==> src/rtl/fwd_hazard_ctrl.sv <==
// Forwarding select, load-use stall and flush control at the ID->EX boundary.
// Tracks DEPTH in-flight destinations and registers resolved operands into EX.
module fwd_hazard_ctrl #(
    parameter int DATA_W   = 32,
    parameter int ADDR_W   = 5,
    parameter int DEPTH    = 3,
    parameter int LOAD_LAT = 1,
    localparam int SEL_W   = $clog2(DEPTH + 1)
) (
    input  logic                    clock,
    input  logic                    reset,
    input  logic                    id_valid,
    input  logic [ADDR_W-1:0]       id_rs1,
    input  logic [ADDR_W-1:0]       id_rs2,
    input  logic                    id_rs1_used,
    input  logic                    id_rs2_used,
    input  logic [ADDR_W-1:0]       id_rd,
    input  logic                    id_we,
    input  logic                    id_is_load,
    input  logic                    ex_flush,
    input  logic [DATA_W-1:0]       rf_rs1_data,
    input  logic [DATA_W-1:0]       rf_rs2_data,
    input  logic [DEPTH*DATA_W-1:0] stage_data,
    output logic                    id_stall,
    output logic                    ex_valid,
    output logic [DATA_W-1:0]       ex_op1,
    output logic [DATA_W-1:0]       ex_op2,
    output logic [SEL_W-1:0]        ex_sel1,
    output logic [SEL_W-1:0]        ex_sel2,
    output logic [15:0]             stall_cnt
);

    typedef struct packed {
        logic              valid;
        logic [ADDR_W-1:0] rd;
        logic              we;
        logic              ld;
    } ent_t;

    ent_t ent_q [DEPTH];
    ent_t ent_d [DEPTH];

    logic              ex_valid_q, ex_valid_d;
    logic [DATA_W-1:0] ex_op1_q, ex_op1_d;
    logic [DATA_W-1:0] ex_op2_q, ex_op2_d;
    logic [SEL_W-1:0]  ex_sel1_q, ex_sel1_d;
    logic [SEL_W-1:0]  ex_sel2_q, ex_sel2_d;
    logic [15:0]       stall_cnt_q, stall_cnt_d;

    logic [ADDR_W-1:0] src  [2];
    logic              used [2];
    logic [DATA_W-1:0] rfd  [2];
    logic [DATA_W-1:0] op   [2];
    logic [SEL_W-1:0]  sel  [2];
    logic              hz   [2];
    logic              raw_stall;
    logic              advance;

    assign src[0]  = id_rs1;
    assign src[1]  = id_rs2;
    assign used[0] = id_rs1_used;
    assign used[1] = id_rs2_used;
    assign rfd[0]  = rf_rs1_data;
    assign rfd[1]  = rf_rs2_data;

    // Scan oldest to youngest so the lowest matching entry wins.
    always_comb begin
        for (int s = 0; s < 2; s++) begin
            op[s]  = (src[s] == '0) ? '0 : rfd[s];
            sel[s] = '0;
            hz[s]  = 1'b0;
            for (int k = DEPTH - 1; k >= 0; k--) begin
                if (ent_q[k].valid && ent_q[k].we && used[s] &&
                    src[s] != '0 && ent_q[k].rd == src[s]) begin
                    op[s]  = stage_data[k*DATA_W +: DATA_W];
                    sel[s] = SEL_W'(k + 1);
                    hz[s]  = ent_q[k].ld && (k < LOAD_LAT);
                end
            end
        end
    end

    assign raw_stall = hz[0] | hz[1];
    assign id_stall  = id_valid & raw_stall & ~ex_flush;
    assign advance   = ~id_stall & ~ex_flush;

    always_comb begin
        for (int k = 1; k < DEPTH; k++) begin
            ent_d[k] = ent_q[k-1];
        end
        ent_d[0]    = '0;
        ex_valid_d  = 1'b0;
        ex_op1_d    = ex_op1_q;
        ex_op2_d    = ex_op2_q;
        ex_sel1_d   = ex_sel1_q;
        ex_sel2_d   = ex_sel2_q;
        stall_cnt_d = stall_cnt_q;
        if (advance) begin
            ent_d[0]   = '{valid: id_valid, rd: id_rd, we: id_we, ld: id_is_load};
            ex_valid_d = id_valid;
            ex_op1_d   = op[0];
            ex_op2_d   = op[1];
            ex_sel1_d  = sel[0];
            ex_sel2_d  = sel[1];
        end
        if (id_stall && stall_cnt_q != 16'hFFFF) begin
            stall_cnt_d = stall_cnt_q + 16'd1;
        end
    end

    always_ff @(posedge clock or posedge reset) begin
        if (reset) begin
            for (int k = 0; k < DEPTH; k++) begin
                ent_q[k] <= '0;
            end
            ex_valid_q  <= 1'b0;
            ex_op1_q    <= '0;
            ex_op2_q    <= '0;
            ex_sel1_q   <= '0;
            ex_sel2_q   <= '0;
            stall_cnt_q <= '0;
        end else begin
            for (int k = 0; k < DEPTH; k++) begin
                ent_q[k] <= ent_d[k];
            end
            ex_valid_q  <= ex_valid_d;
            ex_op1_q    <= ex_op1_d;
            ex_op2_q    <= ex_op2_d;
            ex_sel1_q   <= ex_sel1_d;
            ex_sel2_q   <= ex_sel2_d;
            stall_cnt_q <= stall_cnt_d;
        end
    end

    assign ex_valid  = ex_valid_q;
    assign ex_op1    = ex_op1_q;
    assign ex_op2    = ex_op2_q;
    assign ex_sel1   = ex_sel1_q;
    assign ex_sel2   = ex_sel2_q;
    assign stall_cnt = stall_cnt_q;

endmodule

==> config.mk <==
export PLATFORM = sky130hd
export DESIGN_NAME = fwd_hazard_ctrl
export DESIGN_NICKNAME = d
export VERILOG_FILES = /design/src/rtl/fwd_hazard_ctrl.sv
export SDC_FILE = /design/constraint.sdc
export NUM_CORES = 1
export LEC_CHECK = 0
export CORE_UTILIZATION = 44
export CTS_CLUSTER_SIZE = 10
export DETAILED_ROUTE_END_ITERATION = 6
export GPL_TIMING_DRIVEN = 0
export MAX_ROUTING_LAYER = met4
export PLACE_DENSITY = 0.91
export SLEW_MARGIN = 20
export SYNTH_ARGS = -nofsm -noshare
export SYNTH_HDL_FRONTEND = slang
export SYNTH_SLANG_ARGS = --single-unit
==> constraint.sdc <==
create_clock -name clock -period 4.9 [get_ports clock]
set_input_delay 0.98 -clock clock [delete_from_list [all_inputs] [get_ports clock]]
set_output_delay 0.98 -clock clock [all_outputs]
set_load 0.01 [all_outputs]
==> impl_metrics.prom <==
# TYPE chip_impl_metric gauge
chip_impl_metric{name="use_met2",unit="%"} 57.0
chip_impl_metric{name="maxSlewHeadroom",unit="%"} 30.6
chip_impl_metric{name="core.rowCount",unit=""} 44
chip_impl_metric{name="clkLatencyLatePin",unit="ns"} 0.38
chip_impl_info{name="critical_path_class",value="in -> out"} 1
chip_impl_metric{name="numPortBuffers",unit=""} 268
chip_impl_metric{name="worstPathMaxFanout",unit=""} 8
chip_impl_metric{name="dp.final_hpwl",unit="mm"} 21.8
chip_impl_metric{name="global_route.usage.met3",unit="%"} 9.43
chip_impl_metric{name="p_int",unit="W"} 0.00165
chip_impl_metric{name="grt_max_degree",unit=""} 66
chip_impl_metric{name="hold-path-cell-count",unit=""} 0
chip_impl_metric{name="dr.first_iter.drc_count",unit=""} 961
chip_impl_info{name="min_path_type",value="reg -> reg"} 1
chip_impl_metric{name="global_route.usage.met1",unit="%"} 48.7
chip_impl_metric{name="die_area",unit="sq um"} 15800
chip_impl_metric{name="cts_resized",unit=""} 0
chip_impl_info{name="cts_tree",value="built"} 1
chip_impl_metric{name="comb_power_share",unit="%"} 22.9
chip_impl_metric{name="fp.dieH",unit="um"} 126
chip_impl_metric{name="globalRouteTotalUtil",unit="%"} 38.4
chip_impl_info{name="final_common_cell",value="clkdlybuf4s50_1"} 1
chip_impl_metric{name="wl_per_cell",unit="um"} 23.0
chip_impl_metric{name="initial_core_util",unit="%"} 45.6
chip_impl_metric{name="gp_routability_congestion",unit=""} 0.954
chip_impl_metric{name="grt_antenna_before_repair",unit=""} 1
chip_impl_metric{name="ctsHtreeMaxLevel",unit=""} 3
chip_impl_info{name="final_cell_mix",value="clkdlybuf4s50_1, nand2_1, dfrtp_1, and3_1, nor3_1"} 1
chip_impl_metric{name="drc_errors",unit=""} 18
chip_impl_metric{name="cts.repair_timing.setup_buffer_count",unit=""} 0
chip_impl_metric{name="drt_pre_antenna_iters",unit=""} 7
chip_impl_metric{name="seq_power_share",unit="%"} 42.4
chip_impl_metric{name="cts-hold-fix-buffers",unit=""} 0
chip_impl_metric{name="min_period",unit="ns"} 4.57
chip_impl_info{name="failing_checks",value="design-rule violations"} 1
chip_impl_metric{name="transition_time_of_the_tightest_slew_check_pin",unit="ns"} 1.01
chip_impl_metric{name="die_w",unit="um"} 126
chip_impl_metric{name="syn2layout_area_growth",unit="%"} 48.6
chip_impl_metric{name="ys.warnings.count",unit=""} 0
chip_impl_metric{name="slew_viol_final",unit=""} 0
chip_impl_metric{name="finalHoldViolations",unit=""} 0
chip_impl_metric{name="drtAntennaViolNets",unit=""} 0
chip_impl_info{name="worstSetupStartpointType",value="input port"} 1
chip_impl_metric{name="synthCells",unit=""} 802
chip_impl_metric{name="preCtsSetupSlack",unit="ns"} 0.352
chip_impl_metric{name="setup_tns_final",unit="ns"} 0
chip_impl_metric{name="synth.cell_area",unit="sq um"} 6730
chip_impl_metric{name="critical_path_required",unit="ns"} 3.92
chip_impl_metric{name="synth.ff_latch_count",unit=""} 106
chip_impl_metric{name="wl",unit="mm"} 29.2
chip_impl_info{name="run_status",value="finished, violations left"} 1
chip_impl_metric{name="globalRouteOverflowTotal",unit=""} 0
chip_impl_metric{name="max_clock_freq",unit="MHz"} 219
chip_impl_metric{name="vias_per_cell",unit=""} 6.24
chip_impl_info{name="global_route.peak_usage_layer",value="met2"} 1
chip_impl_metric{name="power.net_switching",unit="W"} 0.000650
chip_impl_metric{name="vdd.ir_drop.worst",unit="V"} 0.000178
chip_impl_metric{name="layout-drive-gt1-share",unit="%"} 5.61
chip_impl_metric{name="boundaryPins",unit=""} 269
chip_impl_metric{name="worst_ep_arrival_time",unit="ns"} 3.59
chip_impl_metric{name="finish.net_count",unit=""} 1266
chip_impl_metric{name="finalCritPeriodShare",unit="%"} 93.4
chip_impl_metric{name="power.share.switching",unit="%"} 28.2
chip_impl_metric{name="numCtsBuffers",unit=""} 9
chip_impl_metric{name="worst_r2r_path_depth",unit=""} 7
chip_impl_metric{name="maxCapViolCount",unit=""} 0
chip_impl_metric{name="fin_worst_hold_slack",unit="ns"} 0.377
chip_impl_metric{name="global_route_wire_length_before_repair",unit="mm"} 44.2
chip_impl_metric{name="power.clock.fraction",unit="%"} 34.7
chip_impl_metric{name="clkTransAtPathRegs",unit="ns"} 0.07
chip_impl_metric{name="fillerInstances",unit=""} 1208
chip_impl_metric{name="p_leak",unit="nW"} 4.39
chip_impl_metric{name="vias_in_the_first_global_route",unit=""} 7639
chip_impl_metric{name="clock_skew",unit="ns"} 0.0153
chip_impl_metric{name="synth_seq_area_share",unit="%"} 39.4
chip_impl_metric{name="longest_clk_path_bufs",unit=""} 2
chip_impl_info{name="clk_root_buffer_cell",value="clkbuf_16"} 1
chip_impl_metric{name="clkSinkCount",unit=""} 106
chip_impl_info{name="crit_path_end_kind",value="output port"} 1
chip_impl_metric{name="routed-via-count",unit=""} 7942
chip_impl_metric{name="power",unit="W"} 0.00230
chip_impl_info{name="grt_setup_unrepaired",value="false"} 1
chip_impl_metric{name="synthesis.area_per_instance",unit="sq um"} 8.39
chip_impl_metric{name="finalSetupViolations",unit=""} 0
chip_impl_metric{name="fin_ws",unit="ns"} 0.325
chip_impl_metric{name="synth_cell_types",unit=""} 44
chip_impl_metric{name="design.core.area",unit="sq um"} 14800
chip_impl_metric{name="p_per_area",unit="nW/um^2"} 231
chip_impl_metric{name="postSynthNetCount",unit=""} 986
final timing paths:
path | startpoint | to | slack (ns)
max in group asynchronous | reset | ent_q[3] | 3.22
worst max-delay path | id_rs1[1] | id_stall | 0.33
worst min-delay path | ent_d[1] | ent_q[1] | 0.38
min in group asynchronous | reset | ex_op2[5] | 1.00
worst min register to register | ent_d[1] | ent_q[1] | 0.38
worst max register to register | ent_d[3] | ex_op1[14] | 1.87
worst max-delay path, stage by stage:
cell and delay (ns):
clkdlybuf4s50_1 0.60, nor3_1 0.12, a21boi_1 0.38, nand4_1 0.45, a21oi_2 0.46, clkdlybuf4s50_1 0.60
flip-flops by register name, summed over array words and instances, names as in the netlist:
register / count
ex_op1: 32
ex_op2: 32
stall_cnt: 16
ent_d: 15
ent_q: 7
ex_sel1: 2
ex_sel2: 2
final cells by class:
type                            count  area, sq um  share of cell area, %
Tap cell                          184          230                   2.30
Clock buffer                       10          239                   2.39
Multi-Input combinational cell    615         3670                   36.7
Sequential cell                   106         2650                   26.5
Timing Repair Buffer              269         2710                   27.1
Clock inverter                      6         81.3                  0.814
Buffer                             73          374                   3.74
Inverter                            8         35.0                  0.350
Antenna cell                        1         2.50                 0.0250
synth_stat cells (all sizes together):
| cell | count | area share [%] |
|---|---|---|
| a2111oi | 55 | 7.2 |
| a211o | 5 | 0.65 |
| a21boi | 1 | 0.11 |
| a21oi | 6 | 0.50 |
| a31oi | 3 | 0.37 |
| a32o | 9 | 1.3 |
| and2 | 11 | 1.0 |
| and3 | 64 | 6.0 |
| and3b | 1 | 0.13 |
| and4 | 2 | 0.26 |
| buf | 39 | 3.6 |
| clkbuf | 34 | 1.9 |
| dfrtp | 106 | 39 |
| ha | 1 | 0.19 |
| inv | 8 | 0.45 |
| mux2 | 2 | 0.33 |
| mux2i | 5 | 0.74 |
| nand2 | 216 | 12 |
| nand3 | 15 | 1.1 |
| nand3b | 5 | 0.56 |
| nand4 | 7 | 0.65 |
| nor2 | 18 | 1.0 |
| nor2b | 1 | 0.093 |
| nor3 | 59 | 4.4 |
| nor4 | 6 | 0.56 |
| o2111ai | 1 | 0.13 |
| o21ai | 9 | 0.84 |
| o2bb2ai | 55 | 7.2 |
| o31a | 1 | 0.13 |
| o31ai | 9 | 1.0 |
| or2 | 3 | 0.28 |
| or4 | 3 | 0.39 |
| xnor2 | 18 | 2.3 |
| xor2 | 24 | 3.1 |
metrics by stage:
step / instance area (sq um) / std cells / utilization [%]
final: 10000 / 1272 / 67.8
after detailed placement: 9670 / 1255 / 65.6
after floorplan: 6730 / 802 / -
after global placement: 9640 / 1254 / 65.3
after global routing: 10000 / 1272 / 67.8
after CTS: 9990 / 1271 / 67.7
cells by family after synthesis:
family,Yosys count,synth area share (%)
flip-flops,106,39.4
AND/OR/NAND/NOR,411,28.4
XOR/XNOR,42,5.47
AO/OA/AOI/OAI,154,19.4
adder cells (fa/ha/maj),1,0.186
buffers and inverters,81,6.01
multiplexers,7,1.08
per-layer routing:
layer	wire [um]	part of all wire, %
met3	3380	12
met2	12900	44
met1	11400	39
met4	1520	5.2
met5	0	0
power groups by stage:
stage | Clock (W) | Combinational [W] | Sequential [W]
after floorplan | 0 | 0.000162 | 0.00101
after global placement | 0 | 0.000508 | 0.000991
after detailed placement | 0 | 0.000516 | 0.000992
after CTS | 0.000803 | 0.000520 | 0.000976
after global routing | 0.000843 | 0.000560 | 0.000985
final | 0.000799 | 0.000527 | 0.000978
(Power assumes the default switching activity.)
